--- config.mk ---
export PLATFORM = sky130hd
export DESIGN_NAME = tdm_demux2
export DESIGN_NICKNAME = d
export VERILOG_FILES = /design/src/rtl/tdm_pkg.sv /design/src/rtl/tdm_shift_in.sv /design/src/rtl/tdm_demux2.sv
export SDC_FILE = /design/constraint.sdc
export NUM_CORES = 1
export LEC_CHECK = 0
export ABC_AREA = 1
export BUFFER_PORTS_ARGS = -buffer_cell sky130_fd_sc_hd__buf_2
export CORE_MARGIN = 2
export CORE_UTILIZATION = 47
export CTS_BUF_LIST = sky130_fd_sc_hd__clkbuf_16
export DETAILED_ROUTE_END_ITERATION = 10
export GPL_ROUTABILITY_DRIVEN = 0
export PLACE_DENSITY = 0.76
export SLEW_MARGIN = 20
export SYNTH_ARGS = -nofsm -noshare
export SYNTH_HDL_FRONTEND = slang
export SYNTH_SLANG_ARGS = --single-unit
export TNS_END_PERCENT = 20
--- constraint.sdc ---
create_clock -name clk -period 1.58 [get_ports clk]
set_clock_uncertainty 0.05 [all_clocks]
set_input_delay 0.474 -clock clk [delete_from_list [all_inputs] [get_ports clk]]
set_output_delay 0.474 -clock clk [all_outputs]
set_load 0.01 [all_outputs]
--- src/rtl/tdm_pkg.sv ---
// Shared definitions for the two-channel TDM demultiplexer.
// TDM_PARITY_EN adds a trailing even-parity bit to every slot.
package tdm_pkg;

    typedef enum logic [1:0] {
        HUNT = 2'd0,
        CH0  = 2'd1,
        CH1  = 2'd2
    } state_e;

    // Number of serial bits occupied by one channel slot.
    function automatic int unsigned slot_len(input int unsigned width);
`ifdef TDM_PARITY_EN
        return width + 1;
`else
        return width;
`endif
    endfunction

    // High when the vector holds an odd number of ones (even parity violated).
    function automatic logic parity_odd(input logic [31:0] v);
        return ^v;
    endfunction

endpackage

--- src/rtl/tdm_shift_in.sv ---
// Slot deserialiser: MSB-first shift register with bit counter and slot-done flag.
// Slot length grows by one parity bit when TDM_PARITY_EN is defined.
module tdm_shift_in
    import tdm_pkg::*;
#(
    parameter int unsigned WIDTH = 4,
    parameter int unsigned LEN   = slot_len(WIDTH)
) (
    input  logic           clk,
    input  logic           rst_n,
    input  logic           din,
    input  logic           clear,
    input  logic           load,
    input  logic           shift,
    output logic [LEN-1:0] word_next,
    output logic           done
);

    localparam int unsigned CW = $clog2(LEN + 1);

    logic [LEN-1:0] sreg_q, sreg_d;
    logic [CW-1:0]  cnt_q, cnt_d;

    // Word as it stands once the current bit is shifted in.
    assign word_next = {sreg_q[LEN-2:0], din};
    assign done      = shift && (cnt_q == CW'(LEN - 1));

    always_comb begin
        sreg_d = sreg_q;
        cnt_d  = cnt_q;
        if (clear) begin
            sreg_d = '0;
            cnt_d  = '0;
        end else if (load) begin
            sreg_d = {{(LEN-1){1'b0}}, din};
            cnt_d  = CW'(1);
        end else if (shift) begin
            sreg_d = word_next;
            cnt_d  = done ? '0 : cnt_q + CW'(1);
        end
    end

    always_ff @(posedge clk or negedge rst_n) begin
        if (!rst_n) begin
            sreg_q <= '0;
            cnt_q  <= '0;
        end else begin
            sreg_q <= sreg_d;
            cnt_q  <= cnt_d;
        end
    end

endmodule

--- src/rtl/tdm_demux2.sv ---
// Two-channel TDM receiver: hunts for frame sync, deserialises ch0 then ch1 slots.
// TDM_PARITY_EN adds a per-slot even-parity bit and the par_err output.
module tdm_demux2
    import tdm_pkg::*;
#(
    parameter int unsigned WIDTH = 4
) (
    input  logic             clk,
    input  logic             rst_n,
    input  logic             din,
    input  logic             sync,
    input  logic             en,
    output logic [WIDTH-1:0] out0,
    output logic [WIDTH-1:0] out1,
    output logic             valid0,
    output logic             valid1,
    output logic             sync_err,
`ifdef TDM_PARITY_EN
    output logic             par_err,
`endif
    output logic             busy
);

    localparam int unsigned LEN = slot_len(WIDTH);

    state_e           state_q, state_d;
    logic             load, shift, clear, done;
    logic [LEN-1:0]   word_next;
    logic [WIDTH-1:0] data, out0_d, out1_d;
    logic             valid0_d, valid1_d, sync_err_d;

    // Data bits sit above the optional parity bit.
    assign data = word_next[LEN-1 -: WIDTH];

    tdm_shift_in #(
        .WIDTH (WIDTH),
        .LEN   (LEN)
    ) u_shift (
        .clk       (clk),
        .rst_n     (rst_n),
        .din       (din),
        .clear     (clear),
        .load      (load),
        .shift     (shift),
        .word_next (word_next),
        .done      (done)
    );

    always_comb begin
        state_d    = state_q;
        load       = 1'b0;
        shift      = 1'b0;
        clear      = 1'b0;
        out0_d     = out0;
        out1_d     = out1;
        valid0_d   = 1'b0;
        valid1_d   = 1'b0;
        sync_err_d = 1'b0;
        unique case (state_q)
            HUNT: begin
                if (en && sync) begin
                    load    = 1'b1;
                    state_d = CH0;
                end else begin
                    clear = 1'b1;
                end
            end
            CH0, CH1: begin
                // A sync mid-frame abandons the partial slot and restarts the frame.
                if (en && sync) begin
                    load       = 1'b1;
                    sync_err_d = 1'b1;
                    state_d    = CH0;
                end else if (en) begin
                    shift = 1'b1;
                    if (done) begin
                        if (state_q == CH0) begin
                            out0_d   = data;
                            valid0_d = 1'b1;
                            state_d  = CH1;
                        end else begin
                            out1_d   = data;
                            valid1_d = 1'b1;
                            state_d  = HUNT;
                        end
                    end
                end
            end
            default: state_d = HUNT;
        endcase
    end

    always_ff @(posedge clk or negedge rst_n) begin
        if (!rst_n) begin
            state_q  <= HUNT;
            out0     <= '0;
            out1     <= '0;
            valid0   <= 1'b0;
            valid1   <= 1'b0;
            sync_err <= 1'b0;
            busy     <= 1'b0;
        end else begin
            state_q  <= state_d;
            out0     <= out0_d;
            out1     <= out1_d;
            valid0   <= valid0_d;
            valid1   <= valid1_d;
            sync_err <= sync_err_d;
            busy     <= (state_d != HUNT);
        end
    end

`ifdef TDM_PARITY_EN
    always_ff @(posedge clk or negedge rst_n) begin
        if (!rst_n) begin
            par_err <= 1'b0;
        end else begin
            par_err <= done && parity_odd(32'(word_next));
        end
    end
`endif

endmodule

Word-level counts from Yosys, hierarchy flattened
Index checks and enable logic that the tools add are counted.
- flip-flop bits (word level): 20
- input bits: 5
- output and inout port bits: 12
- word-level logic and storage cells: 55
- add/subtract/negate cells: 1
- eq/ne operators: 3
- mux-type cells: 31
- bitwise operators: 2
- reductions and logical operators: 9
- operators by type and width (kind ; count):
    two-way mux 3 bit ; 7
    two-way mux 1 bit ; 18
    two-way mux 2 bit ; 5
    AND reduction 5 bit ; 2
    one-hot mux 2 bit (2 select lines) ; 1
    adder 3 x 1 -> 3 bit, second input constant ; 1
    == test 3 x 2 -> 1 bit, second input constant ; 1
    nonzero test 3 bit ; 1
    OR reduction 3 bit ; 1
    == test 2 x 1 -> 1 bit, second input constant ; 1
    == test 2 bit, second input constant ; 1
    logical AND 1 bit ; 2
    logical NOT 2 bit ; 1
    NOT 1 bit ; 2
    nonzero test 2 bit ; 1
    OR reduction 2 bit ; 1

Depth between registers and ports, before layout
Gate-level depths: netlist of run 1.
- depth in word-level cells: 9
- gate-level depth with buffers: 9
- depth with buffers taken out: 9

Hierarchy
Synthesis of run 1 repeated with hierarchy kept, for this count alone.
- cell total of the unflattened synthesis: 110
- area total of the unflattened synthesis: 930.9 um2
- by module, submodules not included (module ; instances ; cells an instance ; area an instance (um2) ; seq. area each (um2)):
    tdm_demux2 ; 1 ; 74 ; 635.6 ; 350.3
    tdm_shift_in ; 1 ; 36 ; 295.3 ; 150.1

Worst setup path after synthesis of run 1
OpenSTA, ideal clock, no wires.
- path kind: reg2reg
- start point: reg state_q[1]
- end point: reg busy
- library setup time: 0.118 ns
- arrival: 1.333 ns
- data required time: 1.412 ns
- slack: 0.079 ns
- cell stages (with the launch flop): 10
- path buffers: 0
- period minus slack after synthesis: 1.501 ns
- cell sequence: dfrtp_1 -> inv_1 -> ha_1 -> nand2_2 -> nor2_4 -> nand3_2 -> nand2_1 -> nand2_1 -> nand2_1 -> nand2_1
- cells in the longest elaborated chain, start to end: 9
- elaborated cells on any way between the ends: 13
- those cells by class: eq/ne (2); mux (7); reduce/logical (4)
- RTL lines (what ; line ; text):
    start: declaration ; tdm_demux2.sv:26 ; state_e state_q, state_d;
    start signal: assignment ; tdm_demux2.sv:103 ; state_q <= state_d;
    == test 2 x 1 -> 1 bit or == test 2 bit (tied branches) ; tdm_demux2.sv:59, tdm_demux2.sv:77 ;
    OR reduction 2 bit ; tdm_demux2.sv:59 ; unique case (state_q)
    two-way mux 1 bit ; tdm_demux2.sv:59 ;
    logical AND 1 bit ; tdm_shift_in.sv:26 ; assign done = shift && (cnt_q == CW'(LEN - 1));
    two-way mux 2 bit ; tdm_demux2.sv:76 ; if (done) begin
    two-way mux 2 bit ; tdm_demux2.sv:74 ; end else if (en) begin
    two-way mux 2 bit ; tdm_demux2.sv:70 ; if (en && sync) begin
    one-hot mux 2 bit (2 select lines) (*) ; tdm_demux2.sv:59 ;
    nonzero test 2 bit (*) ; tdm_demux2.sv:109 ; busy <= (state_d != HUNT);
    end signal: assignment ; tdm_demux2.sv:109 ;
    end: declaration ; tdm_demux2.sv:21 ; output logic busy
Mark *: on every way between the ends. The rest lies on a longest branch, timed or not.
A chain may end at the register's enable or synchronous reset.

Worst setup path after layout of run 1
- start point: reg state_q[0]
- end point: reg out0[3]
- cells in the longest elaborated chain, start to end: 5
- elaborated cells on any way between the ends: 6
- those cells by class: eq/ne (2); mux (1); reduce/logical (3)
- RTL lines (what ; line ; text):
    == test 2 x 1 -> 1 bit or == test 2 bit (tied branches) ; tdm_demux2.sv:59, tdm_demux2.sv:77 ;
    OR reduction 2 bit ; tdm_demux2.sv:59 ;
    two-way mux 1 bit ; tdm_demux2.sv:59 ;
    logical AND 1 bit ; tdm_shift_in.sv:26 ;
    AND reduction 5 bit (no line) (*) ; n/a ;
    end signal: assignment ; tdm_demux2.sv:104 ; out0 <= out0_d;
    end: declaration ; tdm_demux2.sv:13 ; output logic [WIDTH-1:0] out0,
Marks and branches as above.

==> results by group, run 1 <==
Synthesis
  • Leading register cell type out of synthesis: dfrtp_1
  • Most instantiated cells after synthesis: 30 x nand2_1, 20 x dfrtp_1, 15 x inv_1
  • Asr flop ratio synth: 1.00
  • Largest cells by area after synthesis: dfrtp_1 55%, nand2_1 12%, inv_1 6.2%
  • Post-synth EDFFs: 0
  • Syn Std Cell Area: 905 µm²
  • Seq/Total Area, Yosys: 0.553
  • Syn Area/Cell: 9.23 µm²
  • Cells after Synth: 98
  • Yosys top cell by area: dfrtp_1
  • Syn. warnings: 0
  • Yosys top cell area share: 0.553
  • Top-count cell post-synth: nand2_1
  • Distinct cell type count after synthesis: 18
  • Syn_nets: roughly 110
  • #FFs+latches synth: 20

Cells and area
  • Final Non-Filler Cells: about 150
  • Finished Core Util: 0.678
  • Number of inserted diodes: 0
  • FILL cells: 147
  • Layout area overhead: 32.2%
  • Layout cells sized above 1: 0.298
  • Nets: 134
  • Finished Cell Area: 1200 µm²

STA
  • # setup viols final: 1
  • Slew Limit Headroom: 0.711
  • Max Clk Rate: 632 MHz
  • Post-layout worst setup margin: -2.01 ps
  • Crit path time final: 1580 ps
  • Fin. Hold Viols: 0
  • RSZ-0062 raised after global routing: true
  • Worst Max-Slew Pin Slew: 433 ps
  • Max-slew violations: 0
  • Crit share post-route: 1.00

Setup path
  • Worst Path Buf+Inv: 1
  • FF-to-FF path depth: 8
  • CP most frequent cell: nand2_4
  • Reg-to-reg endpoint: out0[3]
  • Worst Path Required: 1670 ps
  • CP arrival: about 1700 ps
  • FF-to-FF setup slack: -2 ps
  • R2R Path Start: state_q[0]
  • Worst-path maximum fanout: 8
  • Worst-path cell chain: inv_2 -> ha_4 -> nand2_4 -> nor2_4 -> nand2_4 -> nor2_8 -> nand2_1 -> o21a_1
  • Slowest CP cell: dfrtp_1
  • Crit path capture type: flop
  • Critical Path Max Stage Delay: 380 ps
  • Crit Path Class: flop to flop
  • Delay-heaviest family, CP: simple AND/OR/NAND/NOR gates
  • Crit path from: state_q[0]
  • Critical Path Source Type: flop

Power
  • Leakage: between 0.6 and 0.7 nW
  • VDD IR max: 806 µV
  • Power per Cell Area: 1460 nW/µm²

Floorplanning
  • Core ar.: ~1800 µm²
  • Io pins: 17
  • Die H: around 48 µm
  • Initial core utilization: 0.513
  • Die ar.: approximately 2300 µm²
  • Die width: 47.9 µm
  • Row count: 15

Min path
  • Hold Crit Class: input port to async pin

Place
  • Placed inst area: 1040 µm²
  • DP HPWL: 1270 µm
  • Placed insts: 142
  • Buffers added on ports: 16
  • Pre-CTS setup slack: 1.61 ps

GRT
  • GR Util All Layers: 0.172
  • Vias in the first global route: between 600 and 700
  • Largest net degree at the start of global routing: 21
  • Total gr overflow: 0
  • Initial antenna violation count: 0
  • First-pass GRT wire length: 2730 µm

Clock network
  • Clock H-tree levels: 1
  • Inserted Clock Buffers: 3
  • Clock sinks: 20
  • Clock buffer depth: 2
  • Clock Latency Late Sink: 250 ps
  • Clk slew on worst S/H paths: roughly 50 ps
  • CTS tree: built
  • CTS root buffer: clkbuf_16

Status
  • Status: complete, but fails checks
  • Failing checks: negative setup slack

Route
  • Vias after detailed routing: between 700 and 800
  • Drt pass-1 iters: 4
  • Via density per instance: a little under 5
  • Final WL: 1800 µm
  • Initial DRC Count: 7
  • # DRC: 0
  • DR WL/cell: 12.1 µm
  • Final ANT Viol Nets: 0

Job
  • Max_cap viols: 0
metrics by stage:
step	total power [mW]	hold slack (ps)	TNS [ps]
after floorplan	0.860	128	0
after global placement	0.988	386	0
after detailed placement	0.998	388	0
after CTS	1.69	125	-18.6
after global routing	1.84	147	-189
final	1.75	109	-2.01
logic make-up after synthesis:
group	share of synthesized area
simple gates	0.239
flops	0.553
buf+inv	0.0664
compound gates	0.0857
fa+ha+maj	0.0553
layout by cell type (no fill, tap or decap), types with 2 or more instances in the layout:
| cell type | Yosys | layout |
|---|---|---|
| nand2_1 | 30 | 29 |
| dfrtp_1 | 20 | 20 |
| buf_2 | 0 | 16 |
| inv_1 | 15 | 13 |
| buf_4 | 0 | 6 |
| a21oi_1 | 4 | 4 |
| o21ai_0 | 4 | 4 |
| nand3_1 | 4 | 4 |
| inv_2 | 1 | 3 |
| o21a_1 | 3 | 3 |
| o21ai_1 | 3 | 3 |
| ha_1 | 4 | 3 |
| clkbuf_16 | 0 | 3 |
| nand2_4 | 1 | 2 |
| nor2_1 | 3 | 2 |
routing by layer:
metal  vias to the layer above  track usage  routed length, µm  share of wire
met5                         -            0                  0              0
met4                         0       0.0811                 23          0.013
met1                       358        0.211                772           0.43
met3                         2       0.0226                 36          0.020
met2                        12        0.296                965           0.54
li1                        363            -                  -              -
flip-flops by register name (all words and copies together), names as in the netlist:
| register | flops |
|---|---|
| u_shift.sreg_q | 3 |
| valid1 | 1 |
| sync_err | 1 |
| out0 | 4 |
| out1 | 4 |
| state_q | 2 |
| u_shift.cnt_q | 3 |
| valid0 | 1 |
| busy | 1 |
timing repair:
item | CTS | global route
cloned | 0 | 0
buffers inserted | 0 | 3
hold buffers | 0 | 0
pin swaps | 0 | 5
gates resized for setup | 0 | 7
endpoints found under the setup margin | 2 | 11
how the worst max path moves through the flow:
stage,endpoint,slack (ps),cells past startpoint
global placement,out0[2],70,8
floorplan,busy,80,9
finish,out0[3],-2,8
CTS,busy,-20,9
detailed placement,busy,2,9
global route,out0[2],-50,8
report_power, final:
| part | total (mW) | internal (mW) | leakage [nW] | switching, mW |
|---|---|---|---|---|
| clock network | 0.684 | 0.502 | 0.0511 | 0.182 |
| registers | 0.609 | 0.572 | 0.273 | 0.0364 |
| logic | 0.459 | 0.194 | 0.365 | 0.265 |
layout make-up:
cell class,instances,area [µm²],share of cell area
sequential,20,500,0.418
clock inverter,1,30.0,0.0251
clock buffer,3,75.1,0.0628
inverter,16,60.1,0.0502
timing repair buffer,22,125,0.105
multi-input combinational,62,374,0.313
tap,25,31.3,0.0262
No activity file was read; power rests on OpenSTA's default activity.
==> run 2, diff against run 1 <==
ABC_AREA = 0   (was 1)
CORE_UTILIZATION = 48   (was 47)
PLACE_DENSITY = 0.77   (was 0.76)
SLEW_MARGIN = unset   (was 20)
==> run 2 against run 1 <==
Clock-buffer cell count is the same. The flow still finishes with violations (negative setup slack). Hold slack gained 3.9 ps. First-iteration DRC count grew to 2.9 times the previous value. Non-clock buffer count grew 10. Critical path depth shrank 2. Synthesized cell count shrank 22%. Cell area grew 11%. Routed wire length grew 13%. Global-route usage grew 2.2 points. Register-to-register slack lost 50 ps. Largest cell class unchanged.
==> results by group, run 2 <==
Status
  • Status: complete, but fails checks
  • Failing checks: negative setup slack

Setup path
  • Worst-path maximum fanout: 5 (-3)
  • R2R Path Start: state_q[0]
  • Worst Path Required: 1660 ps (about the same)
  • CP arrival: 1710 ps (+40 ps)
  • Crit Path Class: flop to flop
  • Critical Path Source Type: flop
  • Crit path from: state_q[0]
  • Crit path capture type: flop

Cells and area
  • Most common cell after layout, fill and taps aside: dfrtp_1
  • Nets: 122 (-9.0%)
  • Final Non-Filler Cells: 139 (-6.7%)
  • Number of inserted diodes: 0 (unchanged)
  • Top Registers: out0: 4 flops, out1: 4 flops
  • Layout cells sized above 1: 0.509 (+0.211)
  • Finished Core Util: 0.690 (+0.0121)
  • Most frequent cells in the layout: 20 x dfrtp_1, 16 x buf_2, 15 x buf_4
  • Layout area overhead: 38.4%
  • Finished Cell Area: 1330 µm² (+11%)
  • FILL cells: 143 (-2.7%)

GRT
  • Total gr overflow: 0 (unchanged)
  • Initial antenna violation count: 0 (unchanged)
  • Vias in the first global route: 718 (+6.4%)
  • First-pass GRT wire length: 3490 µm (+28%)
  • Largest net degree at the start of global routing: 21 (unchanged)
  • GR Util All Layers: 0.194 (+0.0224)

Synthesis
  • Largest cells by area after synthesis: dfrtp_1 52%, mux2_2 9.4%, ha_1 5.2%
  • Post-synth EDFFs: 0 (unchanged)
  • Leading register cell type out of synthesis: dfrtp_1
  • Syn_nets: 85 (-21%)
  • Cells after Synth: 76 (-22%)
  • Seq/Total Area, Yosys: 0.522 (-0.0311)
  • Syn. warnings: 0 (unchanged)
  • Syn Area/Cell: 12.6 µm² (+37%)
  • Top-count cell post-synth: dfrtp_1
  • Syn Std Cell Area: 958 µm² (+5.9%)
  • Distinct cell type count after synthesis: 31 (+13)
  • Yosys top cell area share: 0.522 (-0.0311)
  • Most instantiated cells after synthesis: 20 x dfrtp_1, 8 x mux2_2, 6 x nand2_1
  • #FFs+latches synth: 20 (unchanged)
  • Asr flop ratio synth: 1.00 (unchanged)
  • Yosys top cell by area: dfrtp_1

Place
  • DP HPWL: 1360 µm (+7.2%)
  • Pre-CTS setup slack: -47.9 ps (-49.5 ps)
  • Placed inst area: 1170 µm² (+13%)
  • Buffers added on ports: 16 (unchanged)
  • Placed insts: 131 (-7.7%)

Clock network
  • Clock buffer depth: 2 (unchanged)
  • CTS tree: built
  • CTS root buffer: clkbuf_16
  • Inserted Clock Buffers: 3 (unchanged)
  • Clock Latency Late Sink: 250 ps (about the same)
  • Clock H-tree levels: 1 (unchanged)
  • Clock sinks: 20 (unchanged)
  • Clk slew on worst S/H paths: 50 ps (about the same)
  • Post-CTS Hold Fix Bufs: 0 (unchanged)

Route
  • Final WL: 2040 µm (+13%)
  • Drt pass-1 iters: 4 (unchanged)
  • Initial DRC Count: 20 (+13)
  • Vias after detailed routing: 719 (-2.2%)
  • Via density per instance: 5.17 (+4.9%)
  • DR WL/cell: 14.7 µm (+22%)
  • Final ANT Viol Nets: 0 (unchanged)
  • # DRC: 0 (unchanged)

STA
  • # setup viols final: 4 (+3)
  • RSZ-0062 raised after global routing: true
  • Fin. Hold Viols: 0 (unchanged)
  • Max-slew violations: 0 (unchanged)
  • Crit share post-route: 1.03 (+0.0307)
  • Crit path time final: 1630 ps (+48.5 ps)
  • Slew Limit Headroom: 0.706 (-0.00541)
  • Post-layout worst setup margin: -50.5 ps (-48.5 ps)
  • Worst Max-Slew Pin Slew: 441 ps (+8.11 ps)
  • Max Clk Rate: 613 MHz (-3.0%)

Power
  • Leakage: 0.674 nW (-2.3%)
  • VDD IR max: 734 µV (-9.0%)
  • Power per Cell Area: 1230 nW/µm² (-16%)

Floorplanning
  • Io pins: 17 (unchanged)
  • Core ar.: 1920 µm² (+8.9%)
  • Die ar.: 2370 µm² (+3.4%)
  • Die width: 48.7 µm (+1.7%)
  • Die H: 48.7 µm (+1.7%)
  • Initial core utilization: 0.499 (-0.0141)
  • Row count: 16 (+1)

Job
  • Max_cap viols: 0 (unchanged)

Min path
  • Hold Crit Class: input port to async pin
run 2: layout make-up:
type                       count  area (µm²)  share of cell area
sequential                    20         500               0.377
multi-input combinational     51         490               0.370
timing repair buffer          32         204               0.154
clock buffer                   3        75.1              0.0566
tap                           27        33.8              0.0255
inverter                       5        18.8              0.0142
clock inverter                 1        3.75             0.00283
run 2: cells by family after synthesis:
group                    count (synthesis)  synth area share
adder cells (fa/ha/maj)                  4            0.0522
AO/OA/AOI/OAI                           16             0.118
multiplexers                             9             0.104
AND/OR/NAND/NOR                         22             0.184
buffers and inverters                    5            0.0196
flip-flops                              20             0.522
run 2: stage by stage:
step,TNS (ps),hold slack [ps],power (mW)
2_1_floorplan,-160,128,0.873
3_5_place_dp,-174,399,1.06
3_3_place_gp,-58.6,388,1.05
4_1_cts,-112,132,1.61
6_report,-173,113,1.63
5_1_grt,-622,157,1.71
run 2: critical path, stage by stage (launching register included):
cell and delay, ps:
dfrtp_1 360, inv_2 50, ha_4 290, nand3b_4 100, nor3b_4 190, buf_6 160, mux2_4 300
run 2: per-layer routing:
layer  global-route usage  share of wire  up-vias
met1                0.253           0.47      353
met4               0.0714         0.0093        0
li1                     -              -      350
met5                    0              0        -
met2                0.320           0.48       14
met3               0.0401          0.038        2
run 2: final timing paths:
check | slack, ps | cells past startpoint | endpoint
worst min register to register | 450 | 1 | out0[2]
min in group clk | 450 | 1 | out0[2]
worst min-delay path | 110 | 1 | out0[1]
worst max-delay path | -50 | 6 | out1[3]
max in group asynchronous | 1060 | 1 | out1[0]
worst max register to register | -50 | 6 | out1[3]
run 2: what timing repair did:
| item | in CTS | in global routing |
|---|---|---|
| endpoints found under the setup margin | 7 | 11 |
| resized for setup | 7 | 4 |
| pin swaps | 2 | 2 |
| setup buffers | 4 | 0 |
run 2: power breakdown:
part	internal, mW	switching, mW
clock	0.337	0.182
sequential	0.559	0.0296
combinational	0.267	0.260
